File: src/rtl/uart_tx_fifo.sv
// Transmit byte FIFO in front of the UART transmitter: buffers CPU writes and
// feeds them one at a time through the tx_begin/tx_busy handshake.
module uart_tx_fifo #(
  parameter int AW = 4
) (
  input  logic          clk,
  input  logic          rst_n,
  input  logic          wr_en,
  input  logic [7:0]    wr_data,
  input  logic          flush,
  output logic          full,
  output logic          empty,
  output logic [AW:0]   level,
  output logic          overflow,
  output logic          all_sent,
  output logic [7:0]    tx_data,
  output logic          tx_begin,
  input  logic          tx_busy,
  output logic [1:0]    state_dbg
);

  // Handshake: a byte is offered while tx_begin=1 (state REQ, tx_data held);
  // the transmitter accepts by raising tx_busy, which drops tx_begin on the
  // same edge; the byte is finished once tx_busy returns low.
  typedef enum logic [1:0] {
    S_IDLE = 2'd0,
    S_REQ  = 2'd1,
    S_WAIT = 2'd2
  } state_t;

  localparam int DEPTH_I = 1 << AW;
  localparam logic [AW:0] DEPTH = {1'b1, {AW{1'b0}}};

  logic [7:0]    mem [DEPTH_I];
  logic [AW-1:0] wr_ptr;
  logic [AW-1:0] rd_ptr;
  logic [AW:0]   level_q;
  logic          overflow_q;
  logic [7:0]    tx_data_q;
  logic          tx_begin_q;
  state_t        state;
  state_t        state_next;
  logic          wr_ok;
  logic          pop;

  assign full      = (level_q == DEPTH);
  assign empty     = (level_q == '0);
  assign level     = level_q;
  assign overflow  = overflow_q;
  assign tx_data   = tx_data_q;
  assign tx_begin  = tx_begin_q;
  assign state_dbg = state;
  assign all_sent  = empty && (state == S_IDLE) && !tx_busy;

  // full is taken before any same-cycle pop, so a write into a full FIFO drops.
  assign wr_ok = wr_en && !full && !flush;
  assign pop   = (state == S_IDLE) && !empty && !tx_busy && !flush;

  always_comb begin
    state_next = state;
    case (state)
      S_IDLE: if (pop) state_next = S_REQ;
      S_REQ:  if (tx_busy) state_next = S_WAIT;
      S_WAIT: if (!tx_busy) state_next = S_IDLE;
      default: state_next = S_IDLE;
    endcase
  end

  always_ff @(posedge clk) begin
    if (!rst_n) begin
      state      <= S_IDLE;
      tx_begin_q <= 1'b0;
    end else begin
      state      <= state_next;
      tx_begin_q <= (state_next == S_REQ);
    end
  end

  always_ff @(posedge clk) begin
    if (wr_ok) mem[wr_ptr] <= wr_data;
  end

  always_ff @(posedge clk) begin
    if (!rst_n) begin
      wr_ptr     <= '0;
      rd_ptr     <= '0;
      level_q    <= '0;
      overflow_q <= 1'b0;
      tx_data_q  <= 8'h00;
    end else if (flush) begin
      wr_ptr     <= '0;
      rd_ptr     <= '0;
      level_q    <= '0;
      overflow_q <= 1'b0;
    end else begin
      if (wr_ok) wr_ptr <= wr_ptr + 1'b1;
      if (wr_en && full) overflow_q <= 1'b1;
      if (pop) begin
        tx_data_q <= mem[rd_ptr];
        rd_ptr    <= rd_ptr + 1'b1;
      end
      level_q <= level_q + (AW+1)'(wr_ok) - (AW+1)'(pop);
    end
  end

endmodule

File: config.mk
export PLATFORM = sky130hd
export DESIGN_NAME = uart_tx_fifo
export DESIGN_NICKNAME = d
export VERILOG_FILES = /design/src/rtl/uart_tx_fifo.sv
export SDC_FILE = /design/constraint.sdc
export NUM_CORES = 1
export LEC_CHECK = 0
export ABC_AREA = 1
export CORE_ASPECT_RATIO = 1.1
export CORE_MARGIN = 2
export CORE_UTILIZATION = 30
export CTS_CLUSTER_DIAMETER = 40
export DETAILED_ROUTE_END_ITERATION = 8
export PLACE_DENSITY_LB_ADDON = 0.3
export SYNTH_ARGS = -nofsm -noshare
export SYNTH_HDL_FRONTEND = slang
export SYNTH_SLANG_ARGS = --single-unit
File: constraint.sdc
create_clock -name clk -period 3.15 [get_ports clk]
set_input_delay 0.7875 -clock clk [delete_from_list [all_inputs] [get_ports clk]]
set_output_delay 0.7875 -clock clk [all_outputs]
set_load 0.01 [all_outputs]
### Word level (Yosys, flattened, before mapping)

Memory sizes are Yosys's and may differ from the RTL's. A register that Yosys moved wholly into a read port is not among the register bits.
Index checks and enable logic that the tools add are counted.

* add/sub/neg operators: 4
* equality and inequality tests: 4
* multiplexer cells: 6
* bitwise logic cells: 2
* reductions and logical operators: 17

Operators with widths (count)
* adder 4 x 1 -> 4 bit, second input constant: 2
* logical AND 1 bit: 8
* two-way mux 2 bit: 3
* case mux 2 bit (3 select lines): 1
* adder 5 x 1 -> 5 bit: 1
* equality test 5 bit, second input constant: 1
* zero test 1 bit: 5
* zero test 5 bit: 1
* subtractor 5 x 1 -> 5 bit: 1
* equality test 2 x 1 -> 1 bit, second input constant: 2
* equality test 2 bit, second input constant: 1
* zero test 2 bit: 1
* two-way mux 1 bit: 2
* NOT 1 bit: 2
* AND reduction 2 bit: 1
* OR reduction 2 bit: 1

* flip-flop bits (word level): 17
* RAM bits: 128
* input bits: 13
* memories kept: 1

Memories
* mem: words 16, bits a word 8, read ports 1, clocked after memory_dff 1, wr ports 1, RTL line 34 `logic [7:0] mem [DEPTH_I];`

### Depth between registers and ports, before layout

Gate-level depths: netlist of the first run.

* depth after elaboration: 8
* depth in mapped cells: 15

### Least setup slack after synthesis of the first run

Ideal clock, no wire load.

* path kind: input to register
* start point: in tx_busy
* end point: reg level_q[4] (netlist: level[4])
* library setup time: 0.121 ns
* data arrival time: 2.434 ns
* data required time: 3.029 ns
* slack: 0.595 ns
* cell stages on the path: 13
* path through: nor2_2 -> nand2_2 -> nor2_4 -> buf_6 -> ha_1 -> inv_1 -> ha_1 -> fa_1 -> nand2_1 -> a21oi_1 -> or2_0 -> o21ai_0 -> a21oi_1

* cells in the longest elaborated chain, start to end: 4

RTL lines
* start, declared: RTL line 18 `input logic tx_busy,`
* zero test 1 bit
* logical AND 1 bit (2 in series): RTL line 57 `assign pop = (state == S_IDLE) && !empty && !tx_busy && !flush;`
* via pop: RTL line 44 `logic pop;`
* subtractor 5 x 1 -> 5 bit: RTL line 102 `level_q <= level_q + (AW+1)'(wr_ok) - (AW+1)'(pop);`
* end signal, assigned: RTL line 102
* end, declared: RTL line 37 `logic [AW:0] level_q;`

The timed path passes the listed nets, and every way through them passes these cells.
A chain may end at the register's enable or synchronous reset.

### Worst setup path in the final report of the first run

* start point: in tx_busy
* end point: out all_sent

* cells in the longest elaborated chain, start to end: 2

RTL lines
* zero test 1 bit
* logical AND 1 bit: RTL line 53 `assign all_sent = empty && (state == S_IDLE) && !tx_busy;`
* end, declared: RTL line 15 `output logic all_sent,`

No other way between the ends.

==> results of run 1 <==
-- cells in the final DEF (no fill, tap or decap), drive strengths merged --
master         synthesis  final
edfxtp               128    128
nand2                221    221
o21a                   8      8
clkinvlp               0      1
nand3                 96     96
nand4                  2      2
o21ai                  6      6
a21oi                 14     14
nor3                   3      3
inv                   99    102
xnor2                  1      1
fa                     1      1
ha                    11     11
nor2                  27     27
clkdlybuf4s50          0     32
clkinv                 0      2
buf                   22     25
or2                    2      2
dfxtp                 25     25
clkbuf                 6     26
-- layout make-up --
type	instances	area [um^2]
inverters	99	372
clock buffers	26	522
clock inverters	6	36.3
fillers	2269	14000
well taps	295	369
repair buffers	57	520
flip-flops and latches	153	4350
multi-input cells	392	1800
-- registers in the layout (all words and copies together), names as in the netlist --
signal / flops
level: 5
rd_ptr: 4
wr_ptr: 4
tx_begin: 1
state_dbg: 2
mem: 128
tx_data: 8
overflow: 1
-- worst max-delay path: cells and delay by family --
family	cells	cell delay, ps
buffers and inverters	3	1140
AND/OR/NAND/NOR	1	180
-- power by group through the flow --
stage | Sequential [uW] | Clock [uW] | Combinational (uW)
after floorplan | 2280 | 0 | 193
after global placement | 2280 | 0 | 360
after detailed placement | 2280 | 0 | 360
after CTS | 2230 | 1950 | 363
after global routing | 2240 | 2030 | 397
final | 2230 | 1920 | 353
-- cells by family after synthesis --
kind of cell               Yosys count
buffers and inverters              127
DFF                                153
adders and majority gates           12
and+or+nand+nor                    351
xor gates and xnor gates             1
AOI/OAI and AO/OA                   28
-- metrics by stage --
| step | cell area, um^2 | power (uW) | instances |
|---|---|---|---|
| after floorplan | 6670 | 2480 | 672 |
| after global placement | 7400 | 2640 | 996 |
| after detailed placement | 7400 | 2640 | 996 |
| after CTS | 7960 | 4550 | 1028 |
| after global routing | 7960 | 4670 | 1028 |
| final | 7960 | 4510 | 1028 |
-- routing by layer --
layer / part of all wire, % / routed length, um
met4: 2.1 / 329
met3: 3.2 / 494
met2: 51 / 7940
met1: 43 / 6730
met5: 0 / 0
-- worst min path at each step --
stage / start / endpoint / slack, ps
CTS: overflow / overflow / 460
global route: overflow / overflow / 480
floorplan: overflow / overflow / 470
global placement: overflow / overflow / 440
detailed placement: overflow / overflow / 450
finish: overflow / overflow / 450
==> results.md, run 1 <==
- Sw Pwr: around 1000 uW
- Data arrival time of the critical path: between 2000 and 2500 ps
- Ys Warns: 0
- Fmax: around 340 MHz
- Area growth, synth to finish: 19.4%
- Met2 usage: approximately a quarter
- Half-perimeter wire length after placement: 9590 um
- Max VDD drop: about 0.32 mV
- Root buffer cell: clkbuf_16
- Ant. Diodes: 0
- Period utilization: 92.3%
- Routability Congestion: about 0.78
- Synth cell count leaders: 220 x nand2_1, 128 x edfxtp_1, 95 x nand3_1
- Largest family of logic cells by synthesized area: simple AND/OR/NAND/NOR gates
- Pint: 3490 uW
- Via density: about 4.3
- Crit path max fanout: 3
- R2r worst-path depth: 14
- Via count: about 4500
- Worst slew pin tran: 767 ps
- Busiest layer in global routing: met2
- Grt ovf: 0
- Minimum clock period: between 2000 and 3000 ps
- CP Cell Sequence: clkdlybuf4s50_1 -> buf_4 -> nor3_1 -> clkdlybuf4s50_1
- CP startpoint: tx_busy
- Average cell area after synthesis: 9.92 um^2
- Cell depth of the worst hold path: 2
- Initial antenna violation count: 0
- 1st-pass router iterations: 5
- Startpoint types: primary input
- M1 GR Usage: between 10% and 20%
- Crit Reg-Reg Endpoint: level[4]
- Buffers on Ports: 32
- First-pass GRT wire length: about 24000 um
- Part of the power in combinational logic: approximately 8%
- Clock Latency Late Sink: about 430 ps
- Leak Pwr: roughly 0.0032 uW
- Final worst setup slack: roughly 240 ps
- Detailed-route wire length per cell: about 15 um
- Crit path capture type: output pin
- Post-Syn Instances: between 600 and 700
- Clock power share: 42.6%
- # setup viols final: 0
- Die Ht: between 150 and 200 um
- Floorplan core area: approximately 22000 um^2
- Async S/R FF share, synth: 0%
- Status: completed
- R2R Path Start: level[2]
- Slew Viols, Final: 0
- Gr usage total: between 10% and 20%
- Vias in the first global route: between 4000 and 5000
- Fin util: a little over a third
- Die Wd: between 100 and 150 um
- Slew Limit Headroom: between 40% and 50%
- Count leader, synth: nand2_1
- ANT nets after route: 0
- Synth Area in XOR/XNOR: 0.131%
- Pre-CTS worst setup slack: between 60 and 70 ps
- Synth Cell Area: 6670 um^2
- H-tree Lvls: 4
- PwrDens: 566 nW/um^2
- Setup crit end: all_sent
- CTS Hold Buffers Added: 0
- Post-Synth Simple-Gate Area: ~22%
- Multiplexer share of the synthesized area: 0%
- Clock transition at path regs: approximately 60 ps
- Synth top area share: slightly below 60%
- Synthesized-area fraction occupied by adder cells: 2.36%
- Area leader, netlist: edfxtp_1
- Synth top area cells: edfxtp_1 58%, nand2_1 12%, dfxtp_1 7.5%
- EDFF count, synth: 128
- CTS tree: yes
- Final Hold Vio Count: 0
- Top Ports: 33
- Slowest Stage Delay on Critical Path: 560 ps
- Compound-Gate Fraction of Synth Area: between 2 and 2.5%
- Register area share after synthesis: 65.1%
- Yosys reg bits: ~150
- Clock net sink count: ~150
- FF-to-FF setup slack: approximately 600 ps
- CP max-delay cell: clkdlybuf4s50_1
- Final hold slack: about 450 ps
- Worst hold path type: flop to flop
- Worst Path Required: between 2000 and 2500 ps
- Worst setup path class: primary input to output pin
- Layout net count: about 750
- DRC viols: 0
- Postcts setup bufs: 0
- Total CTS buffers: 17
- Share of power burned in registers: around half
- Fraction of layout cells with a size suffix above 1: 9.00%
- Unrepaired setup endpoints after global routing: false
- Maximum capacitance violations: 0
- Switching share of power: between 20% and 30%
- Synthesized net count: 697
- Die area: around 23000 um^2
- Crit-path most repeated cell: clkdlybuf4s50_1
- Largest net degree at the start of global routing: ~70
- CTS Buffer Depth: 2
- Met3 usage: 2.84%
- CTS resizes: 0
- Yosys cell types: 27
- Main synth FF type: edfxtp_1
- Setup Skew: 5.33 ps
- Rows: 57
- Setup TNS: 0 ps
- Initial Util: a little under a third
- Final WL: between 15000 and 20000 um
- Drt initial violations: ~250
Note: power is estimated with default switching activity, not from simulation.
==> run 2, diff against run 1 <==
GPL_TIMING_DRIVEN = 1   (was not set)
==> results of run 2 <==
Same layout as run 1: the final DEF is identical, and so are final timing and power.
==> edit: new RTL, settings of run 2 <==
Change the parameter `AW` from 4 to 6.
--- a/src/rtl/uart_tx_fifo.sv
+++ b/src/rtl/uart_tx_fifo.sv
@@ -3,3 +3,3 @@
 module uart_tx_fifo #(
-  parameter int AW = 4
+  parameter int AW = 6
 ) (
Ports: changed (resized level); port bits go from 33 to 35. The function was not compared with the original's and may differ.
==> edit against run 2 <==
- fmax down 3.9%
- design area increased to 3.4 times the old value
- critical path depth stayed put
- sequential power grew to 3.6 times the old value
- global-route usage increased by 1.2 points
- worst setup slack got worse by 0.12 ns
- clock power grew to 3.6 times the old value
- worst hold slack improved by 0.031 ns
- area after synthesis grew to 3.4 times the old value
- routed wire length rose to 3.8 times the old value
- sequential share of layout area increased by 4.5 points
- via count rose to 3.4 times the old value
- sequential cell count is 390 higher
- power rose to 3.9 times the old value
- critical endpoint unchanged
- largest power group unchanged
==> edit: results (changes against run 2) <==
Clock Latency Late Sink=0.63 ns (+0.20 ns); Layout Nets=2289 (+210%); Unique masters post-synth=31 (+15%); status=complete, no violations; Slew HR=52.2% (+3.5 points); largest net degree at the start of global routing=127 (+87%); Min Clock Period, post-route=3.03 ns (+0.118 ns); slowest CP cell=clkdlybuf4s50_1; HP Start=state_dbg[1]; post-DP HPWL=37.5 mm (+290%); reg2reg end=level[6]; Clock Root Buffer=clkbuf_16; Storage cell area=16000 um2 (+270%); wire length on met1=24.6 mm (+270%); worst reg2reg path depth=20 (+6); crit path max fanout=3 (unchanged); H-tree depth=2 (-2); WL met3=3.52 mm (+610%); port bufs=34 (+6.3%); Pleak=10.2 nW (+220%); TritonCTS buffer count=61 (+44); share of layout cells above drive strength 1=10.5% (+1.4 points); WL/cell=17.8 um (+18%); Worst EP arrival=2.24 ns (+0.12 ns); R2R Path Start=level[2]; Global Route Usage Sum=15.1% (+1.2 points); Worst Setup EP=all_sent; Slew Viols, Final=0 (unchanged); Final GP Congestion=0.887 (+13%); routed length on met2=29.0 mm (+270%); CTS clock-pin slew for the worst setup and hold paths=0.06 ns (about the same); clock buffer depth=3 (+1); dpl cells=3226 (+220%); VDD IR max=0.526 mV (+64%); Post-Syn Instances=2160 (+220%); WHS=0.481 ns (+0.0313 ns); fillers=7524 (+230%); Clock Skew=0.0229 ns (+0.0175 ns); post-place setup slack=-0.249 ns (-0.310 ns); top post-synthesis cells by area=edfxtp_1 (67%), nand2_1 (11%), nand3_1 (6.1%); Finished Layout Cells=3341 (+230%); max reg flops=512 (+300%); most instantiated cells after synthesis=nand2_1 (661), edfxtp_1 (512), nand3_1 (280), nor2_1 (234), inv_1 (168); antenna cells=0 (unchanged); placed cell areas=25000 um2 (+240%); Max stage delay on crit path=0.59 ns (+0.03 ns); first-pass GRT wire length=90.1 mm (+270%); number of global-route vias before repair=15500 (+250%); DR top layer=met4; Seq/Total Area, Yosys=69.5% (+4.4 points); number of synthesized flops with an enable pin=512 (+300%); Hold Path Cell Cnt=1 (-1); Worst R2R Setup Slack=0.25 ns (-0.35 ns); via/cell ratio=4.61 (+6.0%); Iteration-0 DRC Markers=1247 (+410%)
[edit: area by class of cell]
class,count,area share (%)
Tap cell,1026,4.74
Timing Repair Buffer,150,5.06
Multi-Input combinational cell,1333,21.2
Clock buffer,72,5.91
Sequential cell,543,59.1
Clock inverter,42,1.55
Inverter,175,2.45
[edit: repair_timing]
| item | 4_1_cts | 5_1_grt |
|---|---|---|
| hold endpoints to repair | 0 | 0 |
| resized for setup | 0 | 4 |
| endpoints found under the setup margin | 0 | 1 |
| setup buffers | 0 | 1 |
[edit: worst min-delay path by stage]
| stage | end |
|---|---|
| finish | state_dbg[1] |
| global route | overflow |
| CTS | state_dbg[1] |
| detailed placement | state_dbg[1] |
| global placement | state_dbg[1] |
| floorplan | state_dbg[1] |
[edit: report_power, final]
group | internal [mW] | leakage [nW] | switching [mW]
registers | 7.97 | 4.86 | 0.0884
clock network | 3.96 | 0.972 | 3.00
logic | 0.801 | 4.41 | 1.57
total | 12.7 | 10.2 | 4.65
[edit: kinds of logic (layout without fill, tap and decap cells)]
family	Yosys count	in the layout	share of synthesized area, %
AO/OA/AOI/OAI	120	120	2.70
XOR/XNOR	3	3	0.114
adder cells (fa/ha/maj)	12	12	0.685
buffers and inverters	284	439	5.65
flip-flops	543	543	69.5
AND/OR/NAND/NOR	1198	1198	21.3
[edit: layer usage]
layer,up-vias,GRT usage [%]
met5,-,0
met4,0,5.93
met3,109,2.37
met2,430,25.9
met1,7406,19.1
li1,7441,-
[edit: worst max-delay path, delay by kind of cell]
family / cells / cell delay [ns]
buf+inv: 3 / 1.17
simple gates: 1 / 0.28
